[config.mk]
export PLATFORM = sky130hd
export DESIGN_NAME = hazard_sb
export DESIGN_NICKNAME = d
export VERILOG_FILES = /design/src/rtl/hazard_pkg.sv /design/src/rtl/hazard_sb_cnt.sv /design/src/rtl/hazard_sb.sv
export SDC_FILE = /design/constraint.sdc
export NUM_CORES = 1
export LEC_CHECK = 0
export CAP_MARGIN = 30
export CORE_MARGIN = 3
export CORE_UTILIZATION = 59
export DETAILED_ROUTE_END_ITERATION = 12
export PLACE_DENSITY = 0.85
export SLEW_MARGIN = 20
export SYNTH_ARGS = -nofsm -noshare
export SYNTH_HDL_FRONTEND = slang
export SYNTH_SLANG_ARGS = --single-unit
[constraint.sdc]
create_clock -name clk -period 9.8 [get_ports clk]
set_clock_uncertainty 0.1 [all_clocks]
set_input_delay 2.94 -clock clk [delete_from_list [all_inputs] [get_ports clk]]
set_output_delay 2.94 -clock clk [all_outputs]
set_load 0.01 [all_outputs]
[src/rtl/hazard_pkg.sv]
// Shared types and sizes for the register hazard scoreboard.
package hazard_pkg;
  localparam int NUM_ARCH_REGS = 32;

  typedef enum logic [1:0] {
    FWD_RF  = 2'd0,
    FWD_EXE = 2'd1,
    FWD_MEM = 2'd2,
    FWD_WB  = 2'd3
  } fwd_sel_e;
endpackage

[src/rtl/hazard_sb_cnt.sv]
// Loadable countdown: flush beats set, set beats decrement, holds at zero.
module hazard_sb_cnt #(
  parameter int W = 4
) (
  input  logic         clk,
  input  logic         reset,
  input  logic         flush,
  input  logic         set,
  input  logic [W-1:0] set_val,
  output logic [W-1:0] cnt
);
  logic [W-1:0] cnt_q, cnt_d;

  always_comb begin
    cnt_d = cnt_q;
    if (flush)
      cnt_d = '0;
    else if (set)
      cnt_d = set_val;
    else if (cnt_q != '0)
      cnt_d = cnt_q - W'(1);
  end

  always_ff @(posedge clk or posedge reset) begin
    if (reset)
      cnt_q <= '0;
    else
      cnt_q <= cnt_d;
  end

  assign cnt = cnt_q;
endmodule

[src/rtl/hazard_sb.sv]
// Register scoreboard with divider occupancy, stall generation and forwarding select.
// Optional stall-cycle counter enabled by defining HAZARD_PERF_EN.
module hazard_sb
  import hazard_pkg::*;
#(
  parameter int NRP     = 3,
  parameter int LAT_W   = 4,
  parameter int DIV_LAT = 10
) (
  input  logic                 clk,
  input  logic                 reset,
  input  logic                 id_valid,
  input  logic                 id_issue,
  input  logic [4:0]           id_dest,
  input  logic [LAT_W-1:0]     id_lat,
  input  logic                 id_is_div,
  input  logic [NRP-1:0][4:0]  id_raddr,
  input  logic [NRP-1:0]       id_rvalid,
  input  logic [4:0]           es_dest,
  input  logic [4:0]           ms_dest,
  input  logic [4:0]           ws_dest,
  input  logic                 es_valid,
  input  logic                 ms_valid,
  input  logic                 ws_valid,
  input  logic                 flush,
  output logic                 block_id,
  output logic [NRP-1:0][1:0]  fwd_sel,
  output logic                 div_busy,
  output logic [31:0]          stall_cnt
);
  logic [LAT_W-1:0] sb [NUM_ARCH_REGS];
  logic [LAT_W-1:0] div_cnt;
  logic [NRP-1:0]   port_haz;
  logic             issue_ok;

  // A flush squashes the instruction issuing in the same cycle.
  assign issue_ok = id_issue && !flush;
  assign sb[0]    = '0;

  for (genvar r = 1; r < NUM_ARCH_REGS; r++) begin : g_sb
    hazard_sb_cnt #(.W(LAT_W)) u_cnt (
      .clk     (clk),
      .reset   (reset),
      .flush   (flush),
      .set     (issue_ok && (id_dest == 5'(r))),
      .set_val (id_lat),
      .cnt     (sb[r])
    );
  end

  hazard_sb_cnt #(.W(LAT_W)) u_div_cnt (
    .clk     (clk),
    .reset   (reset),
    .flush   (flush),
    .set     (issue_ok && id_is_div),
    .set_val (LAT_W'(DIV_LAT)),
    .cnt     (div_cnt)
  );

  assign div_busy = (div_cnt != '0);

  always_comb begin
    for (int i = 0; i < NRP; i++)
      port_haz[i] = id_rvalid[i] && (id_raddr[i] != 5'd0) && (sb[id_raddr[i]] != '0);
  end

  assign block_id = !reset && id_valid && ((|port_haz) || (id_is_div && div_busy));

  // Youngest in-flight producer wins, so EXE is checked before MEM and WB.
  always_comb begin
    for (int i = 0; i < NRP; i++) begin
      fwd_sel_e sel;
      sel = FWD_RF;
      if (!reset && id_rvalid[i]) begin
        if (es_valid && es_dest != 5'd0 && es_dest == id_raddr[i])
          sel = FWD_EXE;
        else if (ms_valid && ms_dest != 5'd0 && ms_dest == id_raddr[i])
          sel = FWD_MEM;
        else if (ws_valid && ws_dest != 5'd0 && ws_dest == id_raddr[i])
          sel = FWD_WB;
      end
      fwd_sel[i] = sel;
    end
  end

`ifdef HAZARD_PERF_EN
  logic [31:0] stall_cnt_q, stall_cnt_d;

  always_comb begin
    stall_cnt_d = stall_cnt_q;
    if (id_valid && block_id && !flush && stall_cnt_q != 32'hFFFF_FFFF)
      stall_cnt_d = stall_cnt_q + 32'd1;
  end

  always_ff @(posedge clk or posedge reset) begin
    if (reset)
      stall_cnt_q <= '0;
    else
      stall_cnt_q <= stall_cnt_d;
  end

  assign stall_cnt = stall_cnt_q;
`else
  assign stall_cnt = '0;
`endif
endmodule

==> qor.txt, run 1 <==
Cell mode on critical path = clkdlybuf4s50_1
Via density = 6.41
Setup TNS = 0 ns
CTS Sinks = 128
N_diodes = 0
Critical R2R Launch = g_sb[28].u_cnt.cnt[0]
Setup slack after placement = 1.03 ns
Slew margin rel. = 0.358
Primary FF master, synth = dfrtp_1
Flops & latches, synth = 128
Pre-antenna DRT Iters = 6
Pwr dens = 297 nW/µm²
Register area share after synthesis = 0.332
RSZ-0062 raised after global routing = no
Worst path slowest cell = clkdlybuf4s50_1
Die Area = 17900 µm²
Wirelength, routed = 27.6 mm
Total grt overflow = 0
Status = finished clean
Highest clock rate = 0.113 GHz
Root buf cell = clkbuf_16
Lkg Pwr = 0.00437 µW
Max IR drop VDD = 172 µV
DRC viols = 0
Num ports = 91
Die Y = 134 µm
Synth top area share = 0.332
Commonest cells post-synth = 137 x nor2_1, 128 x dfrtp_1, 105 x a21oi_1, 92 x nor3_1, 74 x nand2_1
Worst hold start = g_sb[17].u_cnt.cnt[1]
Post-Syn Area per Cell = 7.94 µm²
Overall Global Routing Usage = 0.311
Leading area contributor after synthesis = dfrtp_1
Area growth, synth to finish = 12.7%
Worst path required time = 6.76 ns
Hold path cells = 2
Ranking of synthesized cells by area = dfrtp_1 33%, a21oi_1 5.4%, nor2_1 5.3%, nor3_1 4.8%, ha_1 4.1%
Routability cong. = 0.975
Starting Density = 0.606
Final Hold Viols = 0
Layout Utilization = 0.683
HP Class = reg -> reg
Routed Antenna Nets = 0
R2r worst-path depth = 6
Peak fanout along the critical path = 19
Skew-Pair Late Insertion Delay = 0.44 ns
Crit path kind = in -> out
Total power = 3230 µW
Reg-to-Reg End = g_sb[28].u_cnt.cnt[0]
Delay-heaviest family, CP = buffers and inverters
Core area = 15900 µm²
Initial antenna violation count = 0
Final HPWL DP = 18.6 mm
Vias = 9502
Post CTS Setup Buffer Count = 0
Largest net degree at the start of global routing = 68
Post-layout min period = 8.88 ns
CTS Hold Bufs = 0
FFs w/ async S/R, synth = 1.00
Syn Inst Count = 1216
Standard-cell rows = 46
Library cells used by synthesis = 52
# nets final = 1336
Max cap viols = 0
Most common cell in the synthesized netlist = nor2_1
Die width = 134 µm
Final Max Tran Viols = 0
TritonCTS Buffers = 17
DRT iter0 DRCs = 1136
Ys Warns = 0
Crit path DAT = 5.84 ns
Max incr delay on CP = 1.00 ns
Count of buffer and inverter cells on the critical path = 2
Clock buffer depth = 2
CP startpoint kind = primary input
Number of global-route vias before repair = 8803
DR WL/cell = 18.6 µm
Hold Path End = g_sb[17].u_cnt.cnt[1]
Critical Path Stages = 9
Post-CTS Resized = 0
Critical Path End Type = output port
Flop2flop setup slack = 7.83 ns
Share of cells above drive strength 1 = 0.0506
Worst Tran Pin Value = 0.954 ns
Number of synthesized flops with an enable pin = 0
H-tree levels = 4
Port-buffer cells = 58
Final setup fails = 0
Setup WS post-layout = 0.920 ns
CTS tree = done
Mapped Area = 9660 µm²
CP Cell Sequence = clkdlybuf4s50_1 > nand2b_1 > o221ai_1 > a21oi_1 > nand2_1 > o311a_1 > o311ai_0 > a41oi_1 > clkdlybuf4s50_1
Final worst path period share = 0.906
First-pass GRT wire length = 45.3 mm
CTS clk-pin slew, worst paths = 0.06 ns
## power breakdown
part	internal [µW]	leakage, µW	switching (µW)
registers	740	0.00168	244
logic	728	0.00241	876
clock network	394	0.000283	251
total	1860	0.00437	1370
## area by class of cell
cell class                 instances  area [µm²]
multi-input combinational        962        5860
fill                            1316        5060
sequential                       128        3200
timing repair buffer              76         708
clock buffer                      23         478
tap                              216         270
inverter                          68         258
clock inverter                     9         108
## cell families (layout without fill, tap and decap cells)
logic type / after synthesis / in the layout / share of synthesized area
and+or+nand+nor: 533 / 533 / 0.283
xor gates and xnor gates: 52 / 52 / 0.0472
AOI/OAI and AO/OA: 279 / 279 / 0.179
muxes: 34 / 34 / 0.0439
other: 1 / 32 / 0.000388
adders and majority gates: 32 / 32 / 0.0415
buffers and inverters: 157 / 176 / 0.0737
DFF: 128 / 128 / 0.332
## worst min-delay path, delay by kind of cell, from the launching register on
kind / cells / cell delay (ns)
flip-flops: 1 / 0.37
AO/OA/AOI/OAI: 1 / 0.07
AND/OR/NAND/NOR: 1 / 0.07
## layer usage
metal,part of all wire,global-route usage,up-vias,wire (µm)
met3,0.10,0.0720,96,2790
met5,0,0,-,0
met1,0.40,0.408,4463,11000
met4,0.038,0.137,0,1060
met2,0.46,0.496,496,12700
li1,-,-,4447,-
## state kept, by name (all words and copies together), names as in the netlist
register        count
g_sb.u_cnt.cnt    124
u_div_cnt.cnt       4
## how the worst max path moves through the flow
stage	startpoint	endpoint	slack, ns
3_3_place_gp	id_raddr[6]	block_id	1.10
2_1_floorplan	reset	fwd_sel[1]	0.41
4_1_cts	id_raddr[6]	block_id	1.02
3_5_place_dp	id_raddr[6]	block_id	1.03
5_1_grt	id_raddr[11]	block_id	0.80
6_report	id_raddr[11]	block_id	0.92
## metrics by stage
| stage | area (µm²) | hold WS (ns) | instances |
|---|---|---|---|
| finish | 10900 | 0.458 | 1482 |
| global route | 10900 | 0.490 | 1482 |
| CTS | 10900 | 0.464 | 1480 |
| detailed placement | 10300 | 0.453 | 1448 |
| global placement | 10300 | 0.438 | 1448 |
| floorplan | 9770 | 0.407 | 1247 |
## cells in the final DEF, fill, tap and decap left out, drive strengths merged, types with 3 or more instances in the layout
master and n:
nand4 5, buf 17, a31oi 4, mux2i 21, a211oi 31, ha 32
nor2 137, or3 8, mux2 7, nand3b 22, o31a 8, o22ai 3
mux4 6, nand3 73, clkinv 5, nor4b 25, xor2 19, o31ai 18
nor3 92, inv 68, nor4 21, o211ai 7, dfrtp 128, nand2 74
or4 25, clkbuf 25, o21ai 68, clkdlybuf4s50 57, a311oi 23, a21oi 105
nor3b 7, conb 32, nand2b 30, xnor2 33, nor2b 9
Power figures use the tool's default switching activity.
==> run 2, diff against run 1 <==
GPL_TIMING_DRIVEN = 1   (was unset)
==> results of run 2 <==
Final layout, timing and power as in run 1 (identical DEF).
==> run 3, diff against run 2 <==
CTS_CLUSTER_SIZE = 25   (was unset)
==> results of run 3 <==
Final layout, timing and power as in run 1 (identical DEF).
